`src/rtl/fetch_pkg.sv`:
```
// Shared constants for the instruction fetch unit: word width, PC stride,
// default reset vector and the all-zero NOP encoding.
package fetch_pkg;
  localparam int INSTR_W = 32;
  localparam int PC_STEP = 4;
  localparam logic [31:0] RESET_PC_DEFAULT = 32'h0000_0000;
  localparam logic [INSTR_W-1:0] NOP = 32'h0000_0000;

  typedef logic [INSTR_W-1:0] instr_t;
endpackage

```
`src/rtl/fifo_instr.sv`:
```
// Small shift-register FIFO of {pc, instr} entries. Entry 0 is always the head,
// so the head is a plain register with no read mux behind it.
module fifo_instr #(
  parameter int DEPTH = 2,
  parameter int W     = 64,
  localparam int CNT_W = $clog2(DEPTH + 1)
) (
  input  logic             clk,
  input  logic             rst_n,
  input  logic             push,
  input  logic             pop,
  input  logic             flush,
  input  logic [W-1:0]     wdata,
  output logic [W-1:0]     head,
  output logic             full,
  output logic             empty,
  output logic [CNT_W-1:0] count
);

  logic [W-1:0]     ent_q [DEPTH];
  logic [W-1:0]     ent_d [DEPTH];
  logic [CNT_W-1:0] cnt_q, cnt_d, wr_idx;
  logic             pop_ok, push_ok;

  assign empty = (cnt_q == '0);
  assign full  = (cnt_q == CNT_W'(DEPTH));
  assign count = cnt_q;
  assign head  = ent_q[0];

  assign pop_ok  = pop & ~empty;
  assign push_ok = push & (~full | pop_ok);

  always_comb begin
    ent_d  = ent_q;
    cnt_d  = cnt_q;
    wr_idx = cnt_q - CNT_W'(pop_ok);
    if (flush) begin
      cnt_d = '0;
    end else begin
      if (pop_ok) begin
        for (int i = 0; i < DEPTH - 1; i++) ent_d[i] = ent_q[i+1];
      end
      // The write slot is computed after the shift so a simultaneous pop and
      // push lands the new word directly behind the surviving entries.
      if (push_ok) begin
        for (int i = 0; i < DEPTH; i++) begin
          if (CNT_W'(i) == wr_idx) ent_d[i] = wdata;
        end
      end
      cnt_d = cnt_q + CNT_W'(push_ok) - CNT_W'(pop_ok);
    end
  end

  always_ff @(posedge clk or negedge rst_n) begin
    if (!rst_n) begin
      for (int i = 0; i < DEPTH; i++) ent_q[i] <= '0;
      cnt_q <= '0;
    end else begin
      ent_q <= ent_d;
      cnt_q <= cnt_d;
    end
  end

endmodule

```
`src/rtl/unidad_fetch.sv`:
```
// Instruction fetch unit: owns the PC, issues 1-cycle-latency reads to
// instruction memory and presents fetched words with their PC over valid/ready.
module unidad_fetch
  import fetch_pkg::*;
#(
  parameter int                ADDR_W   = 32,
  parameter int                DEPTH    = 2,
  parameter logic [ADDR_W-1:0] RESET_PC = ADDR_W'(RESET_PC_DEFAULT)
) (
  input  logic              clk,
  input  logic              rst_n,
  output logic              imem_req,
  output logic [ADDR_W-1:0] imem_addr,
  input  logic [31:0]       imem_rdata,
  output logic [31:0]       instr,
  output logic [ADDR_W-1:0] instr_pc,
  output logic              instr_valid,
  input  logic              instr_ready,
  input  logic              redirect,
  input  logic [ADDR_W-1:0] redirect_pc,
  input  logic              halt
);

  localparam int CNT_W = $clog2(DEPTH + 1);
  localparam int ENT_W = ADDR_W + INSTR_W;

  // Handshake: a word transfers on a cycle where instr_valid && instr_ready
  // and redirect is low; instr/instr_pc hold steady while valid waits on ready.

  logic [ADDR_W-1:0] pc_q, pc_d;
  logic [ADDR_W-1:0] tag_q, tag_d;
  logic              inflight_q, inflight_d;
  logic              kill_q, kill_d;

  logic              fifo_push, fifo_pop, fifo_full, fifo_empty;
  logic [ENT_W-1:0]  fifo_head;
  logic [CNT_W-1:0]  fifo_count;
  logic [CNT_W:0]    occupancy;
  logic              credit_ok;

  assign instr_valid = ~fifo_empty;
  assign instr       = fifo_head[INSTR_W-1:0];
  assign instr_pc    = fifo_head[ENT_W-1:INSTR_W];

  assign fifo_pop  = instr_valid & instr_ready & ~redirect;
  assign fifo_push = inflight_q & ~kill_q & (~fifo_full | fifo_pop);

  // Buffered plus in-flight words, net of this cycle's pop, must leave room
  // for the word a new request would bring back next cycle.
  assign occupancy = {1'b0, fifo_count}
                   + {{CNT_W{1'b0}}, inflight_q}
                   - {{CNT_W{1'b0}}, fifo_pop};
  assign credit_ok = occupancy < (CNT_W + 1)'(DEPTH);

  assign imem_req  = rst_n & ~halt & ~redirect & credit_ok;
  assign imem_addr = pc_q;

  always_comb begin
    pc_d       = pc_q;
    tag_d      = tag_q;
    inflight_d = imem_req;
    kill_d     = redirect;
    if (redirect) begin
      pc_d = redirect_pc & ~ADDR_W'(3);
    end else if (imem_req) begin
      pc_d  = pc_q + ADDR_W'(PC_STEP);
      tag_d = pc_q;
    end
  end

  always_ff @(posedge clk or negedge rst_n) begin
    if (!rst_n) begin
      pc_q       <= RESET_PC;
      tag_q      <= '0;
      inflight_q <= 1'b0;
      kill_q     <= 1'b0;
    end else begin
      pc_q       <= pc_d;
      tag_q      <= tag_d;
      inflight_q <= inflight_d;
      kill_q     <= kill_d;
    end
  end

  fifo_instr #(
    .DEPTH (DEPTH),
    .W     (ENT_W)
  ) u_fifo (
    .clk   (clk),
    .rst_n (rst_n),
    .push  (fifo_push),
    .pop   (fifo_pop),
    .flush (redirect),
    .wdata ({tag_q, imem_rdata}),
    .head  (fifo_head),
    .full  (fifo_full),
    .empty (fifo_empty),
    .count (fifo_count)
  );

endmodule
```
`config.mk`:
```
export PLATFORM = sky130hd
export DESIGN_NAME = unidad_fetch
export DESIGN_NICKNAME = d
export VERILOG_FILES = /design/src/rtl/fetch_pkg.sv /design/src/rtl/fifo_instr.sv /design/src/rtl/unidad_fetch.sv
export SDC_FILE = /design/constraint.sdc
export NUM_CORES = 1
export LEC_CHECK = 0
export CORE_MARGIN = 10
export CORE_UTILIZATION = 42
export CTS_CLUSTER_SIZE = 25
export DETAILED_ROUTE_END_ITERATION = 8
export PLACE_DENSITY_LB_ADDON = 0.25
export SLEW_MARGIN = 15
export SYNTH_ARGS = -nofsm -noshare
export SYNTH_HDL_FRONTEND = slang
export SYNTH_HIERARCHICAL = 1
export SYNTH_SLANG_ARGS = --single-unit
```
`constraint.sdc`:
```
create_clock -name clk -period 4.8 [get_ports clk]
set_clock_uncertainty 0.05 [all_clocks]
set_input_delay 0.96 -clock clk [delete_from_list [all_inputs] [get_ports clk]]
set_output_delay 0.96 -clock clk [all_outputs]
set_load 0.01 [all_outputs]
```
==> results of run 1 <==
==> power breakdown <==
group / switching [W] / internal, W / total, W
sequential: 0.000170 / 0.00181 / 0.00198
combinational: 0.000297 / 0.000430 / 0.000727
clock: 0.000667 / 0.000735 / 0.00140
==> sequential cells by signal, indices dropped and copies added, names as in the netlist <==
signal and flops:
inflight_q 1, u_fifo/count 2, u_fifo/ent_q 64, kill_q 1
u_fifo/head 64, tag_q 30, imem_addr 30
==> per-layer routing <==
metal / GRT usage [%] / share of wire [%]
met3: 4.86 / 7.2
met2: 23.2 / 44
met1: 22.7 / 48
met5: 0 / 0
met4: 4.02 / 0.96
==> worst min path at each step <==
stage | to
floorplan | u_fifo/ent_q[0]
global placement | u_fifo/ent_q[1]
detailed placement | u_fifo/ent_q[0]
CTS | u_fifo/head[48]
global route | u_fifo/head[48]
finish | u_fifo/head[48]
==> cells in the mapped netlist, types with 3 or more instances <==
library cell	instances	area share, %
sky130_fd_sc_hd__nor2b_1	3	0.20
sky130_fd_sc_hd__a221o_1	67	7.2
sky130_fd_sc_hd__nor2_1	14	0.56
sky130_fd_sc_hd__nand4_1	15	1.0
sky130_fd_sc_hd__o21ai_0	17	0.91
sky130_fd_sc_hd__o311ai_0	6	0.56
sky130_fd_sc_hd__o211ai_1	8	0.64
sky130_fd_sc_hd__buf_4	70	5.6
sky130_fd_sc_hd__mux2i_1	5	0.54
sky130_fd_sc_hd__buf_12	6	1.3
sky130_fd_sc_hd__ha_1	4	0.54
sky130_fd_sc_hd__dfrtp_1	192	52
sky130_fd_sc_hd__and3_1	70	4.7
sky130_fd_sc_hd__nand3_1	32	1.7
sky130_fd_sc_hd__and2_1	3	0.20
sky130_fd_sc_hd__a22oi_1	5	0.40
sky130_fd_sc_hd__buf_2	21	1.1
sky130_fd_sc_hd__a21oi_1	5	0.27
sky130_fd_sc_hd__inv_1	8	0.32
sky130_fd_sc_hd__nand2_1	114	4.6
sky130_fd_sc_hd__or4_1	6	0.48
sky130_fd_sc_hd__buf_6	7	0.85
sky130_fd_sc_hd__mux2_4	60	9.7
sky130_fd_sc_hd__nor3_1	3	0.16
sky130_fd_sc_hd__nand2b_1	3	0.20
sky130_fd_sc_hd__a21o_1	6	0.48
sky130_fd_sc_hd__mux2_1	4	0.48
sky130_fd_sc_hd__xor2_1	3	0.28
sky130_fd_sc_hd__clkbuf_1	16	0.64
==> cells by family (layout without fill, tap and decap cells) <==
family / after synthesis / in the layout
AO/OA/AOI/OAI: 124 / 124
AND/OR/NAND/NOR: 277 / 277
XOR/XNOR: 5 / 5
flip-flops: 192 / 192
buffers and inverters: 129 / 215
multiplexers: 69 / 69
adder cells (fa/ha/maj): 5 / 5
other: 1 / 6
==> final cells by class <==
class                   instances  area (um2)
repair buffers                174        1740
flip-flops and latches        192        4800
clock buffers                  17         425
fillers                      1942       10700
multi-input cells             486        3630
clock inverters                15         151
inverters                       9        33.8
well taps                     280         350
==> per-stage QoR <==
stage,hold WS [ps],power (W),setup WS [ps],area [um2]
after floorplan,399,0.00241,490,9340
after global placement,408,0.00273,16.9,10600
after detailed placement,420,0.00275,29.0,10600
after CTS,312,0.00416,8.99,11100
after global routing,314,0.00431,261,11100
final,326,0.00411,403,11100
==> critical path: stages <==
cell                              delay, ps
sky130_fd_sc_hd__clkdlybuf4s50_1        480
sky130_fd_sc_hd__inv_1                   50
sky130_fd_sc_hd__and3_1                 170
sky130_fd_sc_hd__ha_1                   280
sky130_fd_sc_hd__nand2b_1               150
sky130_fd_sc_hd__fa_1                   480
sky130_fd_sc_hd__nand2_1                 60
sky130_fd_sc_hd__or4_4                  490
sky130_fd_sc_hd__inv_2                   70
sky130_fd_sc_hd__dlymetal6s2s_1         200
==> results.sh, run 1 <==
export IMPL_synth_top_family_by_area="simple AND/OR/NAND/NOR gates"
export IMPL_start_util_pct=42.7
export IMPL_cp_endpoint="imem_req"
export IMPL_globalRoute_totalOverflow=0
export IMPL_synthesis_yosys_warnings=6
export IMPL_drt_vias_per_instance=5.53
export IMPL_worst_ep_required_time_ps=3790
export IMPL_synth_area_mux_share_pct=10.7
export IMPL_drt_pass_1_iters=5
export IMPL_crit_arrival_ps=3390
export IMPL_routed_via_count=6481
export IMPL_synthesis_instances=802
export IMPL_cts_htree_levels=4
export IMPL_synth_xor_xnor_area_share_pct=0.470
export IMPL_worstReg2RegStart="u_fifo/count[1]"
export IMPL_share_of_flip_flops_with_an_asynchronous_set_or_reset_pct=100
export IMPL_seq_area_frac_synth_pct=51.5
export IMPL_achievable_frequency_mhz=227
export IMPL_grtUsageTotal_pct=16.0
export IMPL_critPathLaunchType="primary input"
export IMPL_antenna_found_initial=0
export IMPL_power_density_cell_area_nw_per_um2=369
export IMPL_placed_cells=1141
export IMPL_finalCriticalPeriod_ps=4400
export IMPL_inserted_clock_buffers=17
export IMPL_setup_repair_after_global_routing_missed_its_margin="no"
export IMPL_detail_route_iter0_violations=542
export IMPL_post_route_cells_drive_above_1_share_pct=13.2
export IMPL_critPathLaunch="redirect"
export IMPL_globalplace_congestion=0.800
export IMPL_setup_tns_after_final_layout_ps=0
export IMPL_timing_setup_critical_path_class="primary input to primary output"
export IMPL_numPortBuffers=162
export IMPL_dieHeight_um=169
export IMPL_die_width_um=169
export IMPL_layout_core_utilization_pct=51.0
export IMPL_layout_cells_most_common_list="192 x sky130_fd_sc_hd__dfrtp_1, 160 x sky130_fd_sc_hd__clkdlybuf4s50_1, 114 x sky130_fd_sc_hd__nand2_1"
export IMPL_die_area_um2=28600
export IMPL_max_slew_margin_pct=24.5
export IMPL_number_of_synthesized_register_bits=192
export IMPL_worst_setup_path_end_kind="primary output"
export IMPL_cts_tree="built"
export IMPL_timing_reg2reg_worst_path_depth=14
export IMPL_status="complete, no violations"
export IMPL_post_cts_repair_setup_buffers=0
export IMPL_cts_resized_gates=0
export IMPL_num_rows=54
export IMPL_finalMaxSlewViolations=0
export IMPL_pin_count=167
export IMPL_insertion_delay_ps=430
export IMPL_p_leak_nw=5.29
export IMPL_synth_avg_cell_area_um2=11.6
export IMPL_route_antenna_remaining_nets=0
export IMPL_clock_sink_count=192
export IMPL_grt_start_max_net_pins=176
export IMPL_finalWirelength_um=23000
export IMPL_maxCapViolCount=0
export IMPL_crit_path_max_fanout=2
export IMPL_tightestPinTransition_ps=1130
export IMPL_clk_pin_slew_worst_paths_ps=70
export IMPL_num_nets_final=954
export IMPL_vdd_ir_drop_max_mv=0.251
export IMPL_core_um2=21800
export IMPL_number_of_global_route_vias_before_repair=6492
export IMPL_setup_violations_final=0
export IMPL_final_hold_violation_count=0
export IMPL_yosys_area_share_simple_pct=15.3
export IMPL_detailed_place_hpwl_um=14500
export IMPL_yosysUniqueCellTypes=53
export IMPL_drt_drc_violations_left=0
export IMPL_synth_top_flop_cell="sky130_fd_sc_hd__dfrtp_1"
export IMPL_syn2layout_area_growth_pct=19.4
export IMPL_mostFrequentLayoutCell="sky130_fd_sc_hd__dfrtp_1"
export IMPL_insertedDiodeCount=0
export IMPL_period_share_pct=91.6
export IMPL_wl_per_cell_um=19.6
export IMPL_synth_edff_count=0
export IMPL_mappedNetlistArea_um2=9320
export IMPL_synth_adder_area_share_pct=0.751
export IMPL_reg2reg_to="imem_addr[12]"
export IMPL_postCtsHoldBufs=0
export IMPL_clk_root_buffer_cell="sky130_fd_sc_hd__clkbuf_16"
export IMPL_longest_clk_path_bufs=2
export IMPL_wire_length_of_the_first_global_routing_pass_um=37200
export IMPL_stdcell_count=1173
export IMPL_worst_hold_path_type="primary input to async pin"
export IMPL_rrSetupSlack_ps=1050
export IMPL_synth_compound_gate_area_share_pct=11.3
Power figures use the tool's default switching activity.
==> inputs of run 2 (changes only) <==
--- a/config.mk
+++ b/config.mk
@@ -10,7 +10,7 @@
 export CTS_CLUSTER_SIZE = 25
 export DETAILED_ROUTE_END_ITERATION = 8
 export PLACE_DENSITY_LB_ADDON = 0.25
-export SLEW_MARGIN = 15
+export SLEW_MARGIN = 10
 export SYNTH_ARGS = -nofsm -noshare
 export SYNTH_HDL_FRONTEND = slang
 export SYNTH_HIERARCHICAL = 1
==> results of run 2 <==
The final DEF is identical to that of run 1; final timing and power are the same.
